===== src/rtl/pmp_check_seq.sv =====
// Serial PMP permission checker: walks the entry table one entry per cycle through a
// single shared matcher. Define PMP_NAPOT_EN to compile in NA4/NAPOT matching.
module pmp_check_seq #(
  parameter int NUM_ENTRIES = 16,
  parameter int IDX_W       = $clog2(NUM_ENTRIES)
) (
  input  logic                      clk,
  input  logic                      rst_n,
  input  logic [8*NUM_ENTRIES-1:0]  pmp_cfg,
  input  logic [32*NUM_ENTRIES-1:0] pmp_addr,
  input  logic                      req_valid,
  output logic                      req_ready,
  input  logic [31:0]               req_addr,
  input  logic [1:0]                req_size,
  input  logic [1:0]                req_type,
  input  logic                      req_priv_m,
  output logic                      resp_valid,
  input  logic                      resp_ready,
  output logic                      resp_allow,
  output logic                      resp_hit,
  output logic [IDX_W-1:0]          resp_idx
);

  typedef enum logic [1:0] {IDLE, SCAN, RESP} state_t;

  localparam logic [IDX_W-1:0] LAST_IDX = IDX_W'(NUM_ENTRIES - 1);

  state_t           state_q;
  logic [31:0]      addr_q;
  logic [32:0]      last_q;
  logic [1:0]       type_q;
  logic             priv_q;
  logic [IDX_W-1:0] idx_q;

  logic [7:0]  cfg_arr [NUM_ENTRIES];
  logic [31:0] pa_arr  [NUM_ENTRIES];
  logic [7:0]  cur_cfg;
  logic [31:0] cur_addr;
  logic [31:0] lo_addr;
  logic [1:0]  bytes_m1;
  logic        match;
  logic        hit_allow;
  logic        unused_cfg_bits;

  always_comb begin
    for (int i = 0; i < NUM_ENTRIES; i++) begin
      cfg_arr[i] = pmp_cfg[8*i +: 8];
      pa_arr[i]  = pmp_addr[32*i +: 32];
    end
  end

  // Entry 0 has no predecessor, so its TOR window starts at address 0.
  assign cur_cfg  = cfg_arr[idx_q];
  assign cur_addr = pa_arr[idx_q];
  assign lo_addr  = (idx_q == '0) ? 32'd0 : pa_arr[idx_q - IDX_W'(1)];
  assign unused_cfg_bits = ^cur_cfg[6:5];

  always_comb begin
    case (req_size)
      2'b00:   bytes_m1 = 2'd0;
      2'b01:   bytes_m1 = 2'd1;
      default: bytes_m1 = 2'd3;
    endcase
  end

`ifdef PMP_NAPOT_EN
  logic [31:0] napot_mask;
  assign napot_mask = cur_addr ^ (cur_addr + 32'd1);
`endif

  // NOTE: every path assigns match after the default, so no latch is inferred.
  always_comb begin
    match = 1'b0;
    if (!last_q[32]) begin
      case (cur_cfg[4:3])
        2'b01: match = (addr_q >= lo_addr) && (last_q[31:0] < cur_addr);
`ifdef PMP_NAPOT_EN
        2'b10: match = (addr_q[31:2] == cur_addr[31:2]) &&
                       (last_q[31:2] == cur_addr[31:2]);
        2'b11: match = (((addr_q ^ cur_addr) & ~napot_mask) == 32'd0) &&
                       (((last_q[31:0] ^ cur_addr) & ~napot_mask) == 32'd0);
`endif
        default: match = 1'b0;
      endcase
    end
  end

  // Unlocked entries never restrict M-mode; type_q is 0..2 here and selects R/W/X.
  assign hit_allow = (priv_q && !cur_cfg[7]) || cur_cfg[type_q];

  assign req_ready = (state_q == IDLE);

  // NOTE: the request datapath registers are left out of reset; they are always
  // loaded on acceptance before anything reads them.
  always_ff @(posedge clk) begin
    if (!rst_n) begin
      state_q    <= IDLE;
      idx_q      <= '0;
      resp_valid <= 1'b0;
      resp_allow <= 1'b0;
      resp_hit   <= 1'b0;
      resp_idx   <= '0;
    end else begin
      case (state_q)
        IDLE: begin
          if (req_valid) begin
            addr_q <= req_addr;
            last_q <= {1'b0, req_addr} + {31'd0, bytes_m1};
            type_q <= req_type;
            priv_q <= req_priv_m;
            idx_q  <= '0;
            if (req_type == 2'b11) begin
              state_q    <= RESP;
              resp_valid <= 1'b1;
              resp_allow <= 1'b0;
              resp_hit   <= 1'b0;
              resp_idx   <= '0;
            end else begin
              state_q <= SCAN;
            end
          end
        end
        SCAN: begin
          if (match) begin
            state_q    <= RESP;
            resp_valid <= 1'b1;
            resp_allow <= hit_allow;
            resp_hit   <= 1'b1;
            resp_idx   <= idx_q;
          end else if (idx_q == LAST_IDX) begin
            state_q    <= RESP;
            resp_valid <= 1'b1;
            resp_allow <= priv_q;
            resp_hit   <= 1'b0;
            resp_idx   <= '0;
          end else begin
            idx_q <= idx_q + IDX_W'(1);
          end
        end
        RESP: begin
          if (resp_ready) begin
            state_q    <= IDLE;
            resp_valid <= 1'b0;
          end
        end
        default: state_q <= IDLE;
      endcase
    end
  end

endmodule


===== config.mk =====
export PLATFORM = sky130hd
export DESIGN_NAME = pmp_check_seq
export DESIGN_NICKNAME = d
export VERILOG_FILES = /design/src/rtl/pmp_check_seq.sv
export SDC_FILE = /design/constraint.sdc
export NUM_CORES = 1
export LEC_CHECK = 0
export CORE_AREA = 2 2 265 267
export CTS_BUF_LIST = sky130_fd_sc_hd__clkbuf_4
export CTS_CLUSTER_SIZE = 40
export DETAILED_ROUTE_END_ITERATION = 8
export DIE_AREA = 0 0 267 269
export GPL_TIMING_DRIVEN = 0
export PLACE_DENSITY = 0.46
export SLEW_MARGIN = 20
export SYNTH_ARGS = -nofsm -noshare
export SYNTH_HDL_FRONTEND = slang
export SYNTH_SLANG_ARGS = --single-unit

===== constraint.sdc =====
create_clock -name clk -period 11 [get_ports clk]
set_input_delay 2.2 -clock clk [delete_from_list [all_inputs] [get_ports clk]]
set_output_delay 2.2 -clock clk [all_outputs]
set_load 0.005 [all_outputs]

==> run_results.csv, run 1 <==
group,metric,value,unit
grt,grt_use_total,24.0,%
cts,cts.htree.levels,3,
logic_synthesis,yosys-top-cells-area,"mux4_2 (52%), edfxtp_1 (15%), ha_1 (6.3%)",
detailed_routing,drtAntennaViolNets,0,
worst_setup_path,required,11.39,ns
logic_synthesis,syn_area,13500,um2
detailed_routing,firstDrtPassIters,7,
run,max_cap_viol_count,0,
finish,areaGrowthSynthToFinish,59.4,%
worst_setup_path,crit_fanout,10,
sta,grt_setup_unrepaired,"false",
pwr,power.internal,0.000895,W
logic_synthesis,ys.flop_type,"edfxtp_1",
die,rows,97,
die,core,69300,um2
logic_synthesis,ys_seq_elements,81,
cts,clkTransAtPathRegs,0.14,ns
sta,finalSetupTns,0,ns
worst_hold_path,hp-class,"register to register",
logic_synthesis,ys_top_cells_by_count,"mux4_2 (311), nand2_1 (88), edfxtp_1 (68), ha_1 (68)",
sta,period_minus_slack,8.63,ns
sta,setup_violations,0,
die,die_area,71800,um2
run_status,status,"complete, no violations",
logic_synthesis,syn_inst,997,
finish,fillers,7035,
cts,cts_root_buf,"clkbuf_4",
pwr,clkPwrFrac,14.5,%
sta,drv_slew,0,
logic_synthesis,async_flop_share,0,%
cts,cts_buffer_depth,2,
worst_setup_path,crit_type,"register to register",
cts,insertion_delay,0.50,ns
sta,max_slew_margin,24.3,%
die,die_w,267,um
pwr,switching_share,36.0,%
logic_synthesis,syn_avg_cell_area,13.5,um2
sta,fin_skew,0.0408,ns
cts,ctsHoldBuffers,0,
logic_synthesis,mappedNetlistNets,1747,
grt,grt_pass1_wl,118000,um
logic_synthesis,synth_edf_count,68,
detailed_routing,finalWirelength,88400,um
logic_synthesis,ys_seq_area_share,17.0,%
cts,cts_resized,0,
detailed_routing,via_per_inst,5.30,
worst_setup_path,crit_arrival,9.02,ns
place,post-place-ws,2.40,ns
finish,drive_above_1_share,25.9,%
logic_synthesis,synth_top_area_cell,"mux4_2",
place,io_buffers,656,
grt,grt_max_degree,49,
pwr,ir_worst_vdd,0.0610,mV
sta,tightest_slew,1.14,ns
logic_synthesis,synth_top_area_share,51.9,%
pwr,p_seq_share,25.5,%
pwr,comb_power_share,60.0,%
sta,fin_crit_sh,78.4,%
die,die_h,269,um
worst_setup_path,critPathLaunchType,"register",
cts,numCtsBuffers,9,
detailed_routing,drcViolationCount,0,
finish,final_nets,2418,
cts,cts_tree,"done",
detailed_routing,dr_total_vias,13898,
sta,hold_viol,0,
logic_synthesis,synth_warnings,0,
die,io_pins,689,
pwr,leakagePower,7.09,nW
detailed_routing,initialDrtViolationCount,1197,
grt,antenna_found_initial,26,
pwr,power_density,64.9,nW/um2
worst_setup_path,cp-end-kind,"register",
pwr,power.switching,0.000503,W
die,start_util,19.5,%
logic_synthesis,synth.distinct_cells,58,
cts,clock-sinks,81,
sta,setup_ws,2.37,ns
place,gp_congestion,0.896,
cts,cts_setup_buffers,0,
sta,timing.fmax,0.116,GHz
detailed_routing,avgRoutedWirePerCell,33.7,um
logic_synthesis,yosys.cell_count.top_type,"mux4_2",
place,dpl.hpwl,73800,um
grt,grt_pass1_vias,14611,
grt,grt_overflow_total,0,
## power by group through the flow
stage / clock (W) / combinational (W) / sequential [W]
after floorplan: 0 / 0.000384 / 0.000362
after CTS: 0.000211 / 0.000840 / 0.000356
after detailed placement: 0 / 0.000835 / 0.000363
after global routing: 0.000219 / 0.000885 / 0.000357
after global placement: 0 / 0.000827 / 0.000365
final: 0.000203 / 0.000839 / 0.000356
## metal layers
layer	track usage, %	vias to the layer above	part of all wire [%]	wire length (um)
li1	-	5657	-	-
met5	0	-	0.12	103
met1	30.5	7280	40	35600
met4	5.57	16	2.4	2100
met2	41.9	831	50	44200
met3	4.75	114	7.2	6400
## layout by cell type (no fill, tap or decap), drive strengths merged, types with 13 or more instances in the layout
master	instances
mux4	314
a21oi	23
mux2	34
nand3	16
buf	51
inv	46
xnor2	21
nand4	13
clkbuf	55
clkdlybuf4s50	656
nor2	30
edfxtp	68
dfxtp	13
o211ai	35
mux2i	38
nand2	88
ha	68
## stage by stage
stage / hold WS (ns) / cells / util [%] / total power [W] / instance area (um2)
after floorplan: 0.460 / 997 / - / 0.000746 / 13500
after global placement: 0.455 / 2593 / 30.7 / 0.00119 / 21200
after global routing: 0.533 / 2624 / 31.1 / 0.00146 / 21500
after CTS: 0.478 / 2612 / 31.0 / 0.00141 / 21500
final: 0.477 / 2624 / 31.1 / 0.00140 / 21500
after detailed placement: 0.459 / 2596 / 30.8 / 0.00120 / 21300
## worst max-delay path, cell delays in order, from the launching register on
cell and delay (ns):
dfxtp_1 0.36, buf_4 0.17, buf_2 0.29, buf_2 0.31
buf_2 0.34, clkbuf_1 0.29, buf_2 0.58, inv_1 0.14
ha_1 0.46, clkbuf_1 0.44, clkbuf_1 0.81, mux4_2 0.43
mux2_2 0.28, o211ai_1 0.25, ha_1 0.30, a21oi_1 0.12
o21ai_0 0.21, a2111oi_0 0.90, a211oi_1 0.30, o22ai_1 0.68
nor4_4 0.06, buf_6 0.17, or3b_2 0.45, a21boi_0 0.18
## worst paths after layout
check,end,cells past startpoint,slack (ns),startpoint
setup / recovery,resp_idx[2],23,2.37,idx_q[1]
hold reg to reg,resp_valid,2,0.48,resp_valid
hold / removal,resp_valid,2,0.48,resp_valid
setup reg to reg,resp_idx[2],23,2.37,idx_q[1]
## layout make-up
type / instances / area, um2 / area share (%)
Clock buffer: 9 / 67.6 / 0.314
Clock inverter: 7 / 78.8 / 0.366
Tap cell: 940 / 1180 / 5.46
Antenna cell: 11 / 27.5 / 0.128
Buffer: 93 / 439 / 2.04
Timing Repair Buffer: 660 / 6630 / 30.8
Multi-Input combinational cell: 779 / 10600 / 49.5
Sequential cell: 81 / 2300 / 10.7
Inverter: 44 / 165 / 0.767
## flip-flops by register name, indices dropped and copies added, names as in the netlist
register and cells:
priv_q 1, resp_idx 4, resp_hit 1, idx_q 4, state_q 2, resp_allow 1, addr_q 32, type_q 2
resp_valid 1, last_q 33
## logic make-up after synthesis
group | share of synthesized area (%)
AO/OA/AOI/OAI | 5.36
XOR/XNOR | 2.08
adder cells (fa/ha/maj) | 6.45
buffers and inverters | 4.27
flip-flops | 17.0
multiplexers | 58.1
AND/OR/NAND/NOR | 6.71
Note: power is estimated with default switching activity, not from simulation.
==> inputs of run 2 (changes only) <==
==> constraint.sdc (replaced) <==
create_clock -name clk -period 8.35 [get_ports clk]
set_input_delay 1.67 -clock clk [delete_from_list [all_inputs] [get_ports clk]]
set_output_delay 1.67 -clock clk [all_outputs]
set_load 0.005 [all_outputs]
==> run_results.csv, run 2 (synthesis results as in run 1) <==
group,metric,value,unit
run_status,status,"complete, no violations",
sta,setup_violations,0,
worst_setup_path,cpMostUsedCell,"buf_2",
die,start_util,19.5,%
finish,final_cell_mix,"clkdlybuf4s50_1 (656), mux4_2 (311), nand2_1 (88)",
place,dpl.hpwl,73800,um
detailed_routing,avgRoutedWirePerCell,33.7,um
worst_hold_path,hold_path_depth,2,
cts,insertion_delay,0.50,ns
worst_setup_path,critPathLaunchType,"register",
finish,largest_registers,"last_q x33, addr_q x32",
grt,grt_overflow_total,0,
cts,ctsHoldBuffers,0,
die,core,69300,um2
detailed_routing,drtAntennaViolNets,0,
worst_hold_path,hp-class,"register to register",
finish,finalNonFillerCells,2624,
sta,timing.fmax,0.128,GHz
grt,grt_use_total,24.0,%
worst_setup_path,required,8.74,ns
sta,grt_setup_unrepaired,"false",
detailed_routing,firstDrtPassIters,5,
worst_setup_path,crit_fanout,10,
cts,clock-sinks,81,
grt,grt_max_degree,49,
finish,post-route-util,31.1,%
finish,fillers,7037,
cts,cts.htree.levels,3,
cts,cts_setup_buffers,0,
detailed_routing,drcViolationCount,0,
cts,clkTransAtPathRegs,0.14,ns
worst_hold_path,hp-start,"resp_valid",
worst_setup_path,cp-end-kind,"register",
place,gp_congestion,0.896,
pwr,ir_worst_vdd,0.0802,mV
worst_setup_path,max_stage_delay,0.58,ns
place,dp.cells,2596,
place,io_buffers,656,
sta,fin_crit_sh,93.6,%
sta,fin_skew,0.0396,ns
run,max_cap_viol_count,0,
cts,cts_tree,"done",
pwr,power_density,85.6,nW/um2
cts,numCtsBuffers,9,
cts,cts_buffer_depth,2,
finish,drive_above_1_share,26.2,%
die,rows,97,
finish,largest_register,"last_q",
detailed_routing,via_per_inst,5.28,
worst_setup_path,critPathLaunch,"idx_q[1]",
grt,antenna_found_initial,26,
pwr,power.total,0.00184,W
worst_setup_path,slowest_stage,"buf_2",
die,die_w,267,um
worst_setup_path,crit_arrival,8.20,ns
detailed_routing,dr_total_vias,13858,
die,die_area,71800,um2
grt,grt_pass1_vias,14595,
sta,hold_viol,0,
finish,areaGrowthSynthToFinish,59.5,%
grt,grt_pass1_wl,118000,um
finish,largest_register_ffs,33,
sta,finalSetupTns,0,ns
worst_setup_path,reg2reg_slack,0.54,ns
sta,max_slew_margin,19.3,%
sta,tightest_slew,1.21,ns
finish,final_common_cell,"clkdlybuf4s50_1",
pwr,leakagePower,7.11,nW
sta,hold_ws,0.477,ns
finish,final_nets,2418,
sta,drv_slew,0,
detailed_routing,finalWirelength,88500,um
detailed_routing,initialDrtViolationCount,1124,
die,io_pins,689,
die,die_h,269,um
worst_setup_path,crit_type,"register to register",
worst_setup_path,r2r-start,"idx_q[1]",
worst_setup_path,reg2reg_depth,23,
worst_setup_path,crit_chain,"buf_4 > buf_2 > buf_2 > buf_2 > clkbuf_1 > buf_2 > inv_1 > ha_1 > clkbuf_1 > clkbuf_2 > mux4_2 > mux2_2 > o211ai_1 > ha_1 > a21oi_1 > o21ai_0 > a2111oi_2 > a211oi_1 > o22ai_2 > nor4_4 > buf_6 > or3b_2 > a21boi_0",
sta,period_minus_slack,7.81,ns
worst_hold_path,holdPathEnd,"resp_valid",
worst_setup_path,rr_endpoint,"resp_idx[2]",
cts,cts_root_buf,"clkbuf_4",
## run 2: layout make-up
class                           instances  area, um2  area share [%]
Buffer                                 93        443            2.06
Inverter                               44        165           0.766
Clock buffer                            9       67.6           0.314
Timing Repair Buffer                  660       6630            30.8
Tap cell                              940       1180            5.46
Clock inverter                          7       78.8           0.366
Sequential cell                        81       2300            10.7
Antenna cell                           11       27.5           0.128
Multi-Input combinational cell        779      10700            49.5
## run 2: repair_timing
| action | 4_1_cts | 5_1_grt |
|---|---|---|
| hold endpoints to repair | 0 | 0 |
| resized for setup | 3 | 4 |
| endpoints found under the setup margin | 9 | 12 |
| pin swaps | 0 | 0 |
## run 2: worst max path at each step
stage	endpoint	slack (ns)	cells past startpoint
final	resp_idx[2]	0.54	23
after global routing	state_q[0]	0.13	22
after CTS	resp_idx[2]	0.09	24
after detailed placement	resp_idx[2]	-0.25	23
after global placement	resp_idx[2]	-0.13	23
after floorplan	resp_idx[0]	2.87	23
## run 2: power breakdown
part,internal (W),leakage (nW),switching (W),total (W)
logic,0.000624,6.30,0.000483,0.00111
registers,0.000461,0.736,0.00000761,0.000469
clock network,0.0000943,0.0761,0.000173,0.000267
## run 2: per-stage QoR
stage               setup slack, ns  instance area (um2)
floorplan                      2.87                13500
global placement             -0.126                21200
detailed placement           -0.253                21300
CTS                          0.0851                21500
global route                  0.129                21500
finish                        0.538                21500
## run 2: routing by layer
| metal | global-route usage [%] | part of all wire (%) |
|---|---|---|
| met3 | 4.74 | 7.0 |
| met2 | 41.8 | 50 |
| met1 | 30.5 | 41 |
| met4 | 5.57 | 2.3 |
| met5 | 0 | 0.12 |
## run 2: critical path: cells and delay by family (launching register included)
family | cells | cell delay [ns]
AOI/OAI and AO/OA | 7 | 2.14
adders and majority gates | 2 | 0.76
buffers and inverters | 10 | 3.24
DFF | 1 | 0.35
muxes | 2 | 0.67
and+or+nand+nor | 2 | 0.52
==> inputs of run 3 (changes only) <==
--- a/config.mk
+++ b/config.mk
@@ -12,6 +12,7 @@
 export DIE_AREA = 0 0 267 269
 export GPL_TIMING_DRIVEN = 0
 export PLACE_DENSITY = 0.46
+export REMOVE_ABC_BUFFERS = 1
 export SLEW_MARGIN = 20
 export SYNTH_ARGS = -nofsm -noshare
 export SYNTH_HDL_FRONTEND = slang
==> run_results.csv, run 3 (synthesis results as in run 1) <==
group,metric,value,unit
run_status,status,"complete, no violations",
cts,cts_root_buf,"clkbuf_4",
sta,tightest_slew,0.911,ns
die,io_pins,689,
cts,insertion_delay,0.59,ns
sta,finalSetupTns,0,ns
grt,antenna_found_initial,13,
sta,max_slew_margin,37.7,%
pwr,ir_worst_vdd,0.0508,mV
cts,cts.htree.levels,3,
sta,fin_crit_sh,79.2,%
cts,cts_buffer_depth,2,
die,core,69300,um2
finish,final_nets,2348,
worst_setup_path,reg2reg_slack,1.74,ns
sta,grt_setup_unrepaired,"false",
worst_setup_path,critPathLaunchType,"register",
finish,post-route-util,31.3,%
worst_setup_path,crit_type,"register to register",
detailed_routing,drtAntennaViolNets,0,
finish,areaGrowthSynthToFinish,60.8,%
detailed_routing,dr_total_vias,12236,
grt,grt_overflow_total,0,
cts,clock-sinks,81,
worst_setup_path,crit_fanout,48,
worst_setup_path,crit_arrival,7.15,ns
grt,grt_pass1_wl,88600,um
place,gp_congestion,0.778,
sta,period_minus_slack,6.61,ns
grt,grt_pass1_vias,13490,
worst_setup_path,cp-end-kind,"register",
detailed_routing,via_per_inst,4.80,
die,die_h,269,um
place,io_buffers,656,
grt,grt_max_degree,49,
cts,cts_setup_buffers,0,
worst_hold_path,hp-class,"register to register",
sta,fin_skew,0.0329,ns
detailed_routing,firstDrtPassIters,4,
die,die_w,267,um
finish,final_common_cell,"clkdlybuf4s50_1",
place,dpl.hpwl,52400,um
cts,ctsHoldBuffers,0,
worst_setup_path,required,8.88,ns
pwr,leakagePower,7.06,nW
sta,timing.fmax,0.151,GHz
finish,largest_register_ffs,33,
run,max_cap_viol_count,0,
die,start_util,19.5,%
finish,largest_register,"last_q",
sta,hold_viol,0,
cts,numCtsBuffers,9,
die,die_area,71800,um2
cts,cts_resized,0,
detailed_routing,finalWirelength,61900,um
die,rows,97,
detailed_routing,avgRoutedWirePerCell,24.3,um
detailed_routing,drcViolationCount,0,
finish,largest_registers,"last_q x33, addr_q x32",
finish,drive_above_1_share,25.6,%
cts,clkTransAtPathRegs,0.18,ns
detailed_routing,initialDrtViolationCount,504,
finish,final_cell_mix,"clkdlybuf4s50_1 (656), mux4_2 (311), nand2_1 (87)",
sta,setup_violations,0,
pwr,power_density,83.0,nW/um2
pwr,power.total,0.00180,W
sta,drv_slew,0,
cts,cts_tree,"done",
grt,grt_use_total,17.0,%
run 3: worst max-delay path, cell delays in order, from the launching register on:
cell and delay, ns:
dfxtp_4 0.79, buf_16 0.32, inv_1 0.24, ha_4 0.70, buf_16 0.33, mux4_2 0.36
mux2_2 0.28, o211ai_1 0.30, ha_1 0.31, a21oi_1 0.12, o21ai_0 0.18, a2111oi_0 0.85
a211oi_1 0.37, o22ai_1 0.51, nor4_4 0.15, or3b_2 0.48, a21boi_0 0.17
run 3: metrics by stage:
step                      area, um2  instances  worst slack (ns)  hold WS [ns]
final                         21700       2548              1.74         0.529
after global routing          21700       2546              1.04         0.560
after CTS                     21700       2543              1.35         0.547
after detailed placement      21500       2527              1.39         0.525
after global placement        20800       2500            -17.67         0.519
after floorplan               13100        904             -8.16         0.460
run 3: worst paths after layout:
kind / cells past startpoint / endpoint / from
worst min-delay path: 2 / resp_valid / resp_valid
worst max-delay path: 16 / resp_idx[3] / idx_q[0]
worst min register to register: 2 / resp_valid / resp_valid
worst max register to register: 16 / resp_idx[3] / idx_q[0]
run 3: power breakdown:
| part | switching, W | internal [W] |
|---|---|---|
| combinational | 0.000379 | 0.000637 |
| sequential | 0.0000146 | 0.000461 |
| clock | 0.000183 | 0.000127 |
run 3: final cells by class:
cell class,count,area [um2]
clock inverter,7,106
fill,6949,47600
tap,940,1180
inverter,44,168
antenna,5,12.5
multi-input combinational,779,10700
timing repair buffer,683,7190
sequential,81,2310
clock buffer,9,67.6
run 3: metal layers:
layer	wire length, um	global-route usage (%)	vias to the layer above
met3	4120	4.31	47
met4	780	3.49	12
met5	73	0	-
li1	-	-	5511
met1	23800	19.4	6217
met2	33100	31.8	449
